### config.mk
export PLATFORM = sky130hd
export DESIGN_NAME = hazard_stall_unit
export DESIGN_NICKNAME = d
export VERILOG_FILES = /design/src/rtl/hazard_stall_unit.sv
export SDC_FILE = /design/constraint.sdc
export NUM_CORES = 1
export LEC_CHECK = 0
export BUFFER_PORTS_ARGS = -buffer_cell sky130_fd_sc_hd__buf_2
export CAP_MARGIN = 40
export CORE_ASPECT_RATIO = 1.25
export CORE_UTILIZATION = 50
export CTS_BUF_LIST = sky130_fd_sc_hd__clkbuf_8
export CTS_CLUSTER_SIZE = 16
export DETAILED_ROUTE_END_ITERATION = 8
export PLACE_DENSITY = 0.78
export SLEW_MARGIN = 20
export SYNTH_ARGS = -nofsm -noshare
export SYNTH_HDL_FRONTEND = slang
export SYNTH_SLANG_ARGS = --single-unit
export TNS_END_PERCENT = 10
### constraint.sdc
create_clock -name clk -period 3.6 [get_ports clk]
set_clock_uncertainty 0.2 [all_clocks]
set_input_delay 0.18 -clock clk [delete_from_list [all_inputs] [get_ports clk]]
set_output_delay 0.18 -clock clk [all_outputs]
set_load 0.005 [all_outputs]
### src/rtl/hazard_stall_unit.sv
// hazard_stall_unit: stall/flush controller for load-use, taken-branch squash and memory wait
module hazard_stall_unit #(
  parameter int LOAD_STALLS  = 1,
  parameter int FLUSH_CYCLES = 1,
  parameter int CNT_W        = 16
) (
  input  logic             clk,
  input  logic             arst_n,
  input  logic [4:0]       id_rs1,
  input  logic [4:0]       id_rs2,
  input  logic             id_use_rs1,
  input  logic             id_use_rs2,
  input  logic [4:0]       ex_rd,
  input  logic             ex_mem_read,
  input  logic             ex_reg_write,
  input  logic             branch_taken,
  input  logic             mem_busy,
  input  logic             perf_clr,
  output logic             pc_write_en,
  output logic             if_id_write_en,
  output logic             id_ex_bubble,
  output logic             if_id_flush,
  output logic             id_ex_flush,
  output logic             pipe_freeze,
  output logic [CNT_W-1:0] stall_cycles,
  output logic [CNT_W-1:0] flush_events
);
  typedef enum logic [1:0] {RUN, LU_STALL, FLUSH} state_t;
  localparam logic [2:0] LS_REM = 3'(LOAD_STALLS - 1);
  localparam logic [2:0] FC_REM = 3'(FLUSH_CYCLES - 1);
  localparam logic [CNT_W-1:0] ONE = 1;
  state_t state_q, state_d;
  logic [2:0] rem_q, rem_d;
  logic [CNT_W-1:0] stall_q, stall_d, flush_q, flush_d;
  logic load_use, br_acc, stall, flush;
  assign load_use = ex_mem_read & ex_reg_write & (ex_rd != 5'd0)
                  & ((id_use_rs1 & (id_rs1 == ex_rd)) | (id_use_rs2 & (id_rs2 == ex_rd)));
  // a branch only counts when the pipeline is not frozen; the source holds it otherwise
  assign br_acc = branch_taken & ~mem_busy;
  // state, remaining-count and counter registers
  always_ff @(posedge clk or negedge arst_n) begin
    if (!arst_n) begin
      state_q <= RUN;
      rem_q   <= 3'd0;
      stall_q <= '0;
      flush_q <= '0;
    end else begin
      state_q <= state_d;
      rem_q   <= rem_d;
      stall_q <= stall_d;
      flush_q <= flush_d;
    end
  end
  // next state: freeze holds, branch aborts any stall, then continuation, then new load-use
  always_comb begin
    state_d = state_q;
    rem_d   = rem_q;
    if (mem_busy) begin
      state_d = state_q;
    end else if (branch_taken) begin
      state_d = FLUSH_CYCLES > 1 ? FLUSH : RUN;
      rem_d   = FLUSH_CYCLES > 1 ? FC_REM : 3'd0;
    end else if (state_q != RUN) begin
      state_d = rem_q == 3'd1 ? RUN : state_q;
      rem_d   = rem_q - 3'd1;
    end else if (load_use && LOAD_STALLS > 1) begin
      state_d = LU_STALL;
      rem_d   = LS_REM;
    end
  end
  // outputs: all enables low while reset is asserted
  always_comb begin
    stall          = ~mem_busy & ~branch_taken & ((state_q == LU_STALL) | ((state_q == RUN) & load_use));
    flush          = ~mem_busy & (branch_taken | (state_q == FLUSH));
    pc_write_en    = arst_n & ~mem_busy & ~stall;
    if_id_write_en = arst_n & ~mem_busy & ~stall;
    id_ex_bubble   = arst_n & stall;
    if_id_flush    = arst_n & flush;
    id_ex_flush    = arst_n & flush;
    pipe_freeze    = arst_n & mem_busy;
  end
  // saturating performance counters, clear wins over increment
  always_comb begin
    stall_d = perf_clr ? '0 : (id_ex_bubble && stall_q != '1) ? stall_q + ONE : stall_q;
    flush_d = perf_clr ? '0 : (br_acc && flush_q != '1) ? flush_q + ONE : flush_q;
  end
  assign stall_cycles = stall_q;
  assign flush_events = flush_q;
endmodule

# Word-level counts from Yosys, hierarchy flattened
# Cells that the tools add are included.
# totals
wordCells,55
in_bits,24
register_bits,37
# classes
bitwise,21
n_eq_ne,7
add_sub_neg,3
reduce_logical,11
muxes,9
# op_table
op,count
2-to-1 mux 16 bit,4
"adder 16 x 1 -> 16 bit, second input constant",2
"!= test 16 bit, second input constant",2
AND 1 bit,15
== test 5 bit,2
nonzero test 2 bit,5
2-to-1 mux 2 bit,3
2-to-1 mux 3 bit,2
nonzero test 5 bit,1
"== test 3 x 1 -> 1 bit, second input constant",1
NOT 1 bit,3
OR 1 bit,3
AND reduction 3 bit,1
"subtractor 3 x 1 -> 3 bit, second input constant",1
"== test 2 x 1 -> 1 bit, second input constant",1
"== test 2 bit, second input constant",1
logical AND 1 bit,2
zero test 2 bit,1
AND reduction 2 bit,1

# Logic depth before layout (Yosys ltp)
# depth
word_depth,11
ltp_mapped,8

# Worst setup path before layout
# No wires, ideal clock.
# synth_path
kind,register to register
start,reg stall_q[7] (netlist: stall_cycles[7])
end,reg stall_q[15] (netlist: stall_cycles[15])
period_less_slack_ps,2512
setup_slack_ps,1088
stages_incl_launch_ff,7
t_arrival_ps,2234
setup_time_ps,78
path_buffers,1
cell_sequence,dfrtp_1 nand4_2 or4_1 buf_2 or4b_1 or4_1 a21oi_1
# synth_between
elab_chain_len,3
elab_cells_between_ends,6
cone_classes,add/sub (1); eq/ne (1); mux (2); reduce/logical (2)
# synth_rtl
element,line,text
from (decl),34,"logic [CNT_W-1:0] stall_q, stall_d, flush_q, flush_d;"
from (signal assigned),50,stall_q <= stall_d;
adder 16 x 1 -> 16 bit or != test 16 bit (tied branches),84,stall_d = perf_clr ? '0 : (id_ex_bubble && stall_q != '1) ? stall_q + ONE : stall_q;
2-to-1 mux 16 bit or logical AND 1 bit (tied branches),84,
2-to-1 mux 16 bit or nonzero test 2 bit (tied branches),--,
# Several ways; a longest one is shown, not always the timed one. The select of a mux whose other input is x is not followed.
# A chain may end at the register's enable or synchronous reset.

# Worst setup path in the final report
# Ends and elaborated chain as after synthesis.

==> impl_metrics.json <==
{
  "yosysWarnings": 0,
  "drive_gt1_share_pct": 26.6,
  "critPathLaunch": "stall_cycles[7]",
  "ioPinCount": 62,
  "arrival_ps": 2630,
  "reg2reg_from": "stall_cycles[7]",
  "fin_crit_sh_pct": 72.8,
  "synth_area_leaders": "dfrtp_1, xnor2_1, o31ai_1, or4_1, xor2_1",
  "grt_busiest_layer": "met2",
  "grt_setup_unrepaired": "false",
  "cts_tree": "yes",
  "synth-async-reset-ratio_pct": 100,
  "ys_seq_area_share_pct": 39.7,
  "p_total_uw": 801,
  "diodes": 0,
  "grt_antenna_before_repair": 0,
  "fp.dieArea_sq_um": 4290,
  "gr-usage-all-layers_pct": 23.6,
  "clockBufferDepth": 2,
  "synth_fa_ha_area_share_pct": 1.24,
  "use_met1_pct": 27.4,
  "powerDensity_nw_per_um2": 322,
  "port_buffers": 61,
  "postSynthCellCount": 230,
  "num_rows": 25,
  "routedWlPerCell_microns": 13.8,
  "worst_pin_slew_ps": 821,
  "synth_compound_area_share_pct": 15.0,
  "vdd_drop_max_mv": 0.285,
  "cp_max_fo": 8,
  "synth.most_common_cell": "dfrtp_1",
  "path_clk_slew_ps": 70,
  "detail-route-antenna-nets": 0,
  "synth_top_area_cell": "dfrtp_1",
  "drt_iter0_markers": 90,
  "htreeDepth": 2,
  "synth_common_cells": "dfrtp_1, nor2_1, a21oi_1, nand2_1, xnor2_1",
  "grt-ovfl-total": 0,
  "detailedRoute.firstPassIterationCount": 4,
  "layout_min_cycle_time_ps": 2620,
  "syn_to_final_growth_pct": 23.3,
  "grt_max_degree": 36,
  "synth-edff-count": 0,
  "synth_flop_cell": "dfrtp_1",
  "postCtsSetupBuffers": 0,
  "synthMuxAreaShare_pct": 0.993,
  "insertion_delay_ps": 280,
  "synth_top_area_share_pct": 39.7,
  "whs_path_depth": 2,
  "clock_sinks": 32,
  "via_per_inst": 5.70,
  "core_area_sq_um": 3820,
  "syn-cell-area_sq_um": 2020,
  "grt_use_met2_pct": 40.8,
  "grt_pass1_wl_mm": 7.71,
  "synth_xor_area_share_pct": 10.4,
  "wl_mm": 4.75,
  "timing.fmax_ghz": 0.381,
  "synth_nets": 256,
  "synth_simple_gate_area_share_pct": 27.9,
  "cp-start-kind": "flop",
  "tns_ps": 0,
  "rrSetupSlack_ps": 980,
  "cts_buffers": 5,
  "min_path_type": "primary input to flop",
  "hold_violations": 0,
  "die_y_microns": 73.0,
  "synth_seq_cells": 32,
  "min_from": "perf_clr",
  "cp-end-kind": "flop",
  "syn-mean-instance-area_sq_um": 8.76,
  "root_buffer": "clkbuf_8",
  "num-fill-cells": 362,
  "slew-limit-headroom_pct": 45.2,
  "holdPathEnd": "flush_events[3]",
  "maxCapViolCount": 0,
  "drc": 0,
  "setup_violations": 0,
  "gp_congestion": 0.861,
  "crit_required_ps": 3610,
  "met3_usage_pct": 5.67,
  "initial_core_util_pct": 52.8,
  "die_x_microns": 58.8,
  "drv_slew": 0,
  "reg2reg_depth": 5,
  "yosysUniqueCellTypes": 43,
  "first_global_vias": 1759,
  "critPathKind": "flop to flop",
  "status": "finished, final reports clean",
  "vias": 1955,
  "synth_top_family_by_area": "simple AND/OR/NAND/NOR gates",
  "hpwlAfterDp_mm": 3.41,
  "r2r-end": "stall_cycles[15]",
  "layout.nets": 314,
  "cellLeakagePower_uw": 0.00107
}
[sequential cells by signal (all words and copies together) (netlist names)]
| register | flops |
|---|---|
| flush_events | 16 |
| stall_cycles | 16 |
[area by class of cell]
| cell class | count | area (sq um) | area share, % |
|---|---|---|---|
| Tap cell | 54 | 67.6 | 2.72 |
| Multi-Input combinational cell | 175 | 1120 | 45.0 |
| Sequential cell | 32 | 801 | 32.2 |
| Clock inverter | 1 | 30.0 | 1.21 |
| Inverter | 9 | 33.8 | 1.36 |
| Clock buffer | 7 | 96.3 | 3.88 |
| Timing Repair Buffer | 65 | 338 | 13.6 |
[timing repair]
item,in CTS,in global routing
endpoints found under the hold margin,32,0
gates resized for setup,0,0
hold buffers,1,0
[logic make-up after synthesis]
kind of cell / Yosys count
fa+ha+maj: 2
xor+xnor: 24
compound gates: 46
mux: 2
simple gates: 101
flops: 32
buf+inv: 23
[routing by layer]
metal  vias up  share of wire (%)
met5         -                  0
met4         0                2.2
met3        11                4.5
met2        61                 52
met1       914                 41
li1        969                  -
[stage by stage]
stage | cell area, sq um | utilization, % | hold WS [ps] | setup WS [ps] | cells
floorplan | 2020 | - | -316 | 1090 | 230
global placement | 2350 | 61.6 | 102 | 1040 | 334
detailed placement | 2350 | 61.6 | 107 | 973 | 334
CTS | 2490 | 65.1 | 185 | 984 | 343
global route | 2490 | 65.1 | 200 | 841 | 343
finish | 2490 | 65.1 | 185 | 978 | 343
[worst max-delay path: stages, from the launching register on]
cell     delay (ps)
dfrtp_1         440
nand4_2         160
or4_1           620
or4b_1          580
or4_1           410
a21oi_1         150
[placed cells by master, fill, tap and decap left out, drive strengths merged, types with 2 or more instances in the layout]
master and instances:
a21oi 17, mux2i 2, clkbuf 7, nand3b 2, nor4 12, nor3b 2, xnor2 14, o21bai 2
or4 13, nor2b 2, buf 64, o21ai 4, inv 8, or2 3, o2111ai 2, xor2 10
nand2 17, dfrtp 32, nor2 19, o31ai 13, and2 2, or3 2, ha 2, nand3 10
o211ai 2, nor3 6, nand4 6
[how the worst max path moves through the flow]
stage | to | slack [ps] | cells after the start
after global routing | stall_cycles[15] | 840 | 5
final | stall_cycles[15] | 980 | 5
after CTS | stall_cycles[15] | 980 | 5
after detailed placement | stall_cycles[15] | 970 | 5
after floorplan | stall_cycles[15] | 1090 | 6
after global placement | stall_cycles[15] | 1040 | 5
[power by group]
group	switching, uW	leakage, uW	internal, uW	total [uW]
logic	36.7	0.000561	24.8	61.5
registers	1.74	0.000446	361	363
clock network	133	0.0000645	244	377
total	172	0.00107	630	801
(Power assumes the default switching activity.)
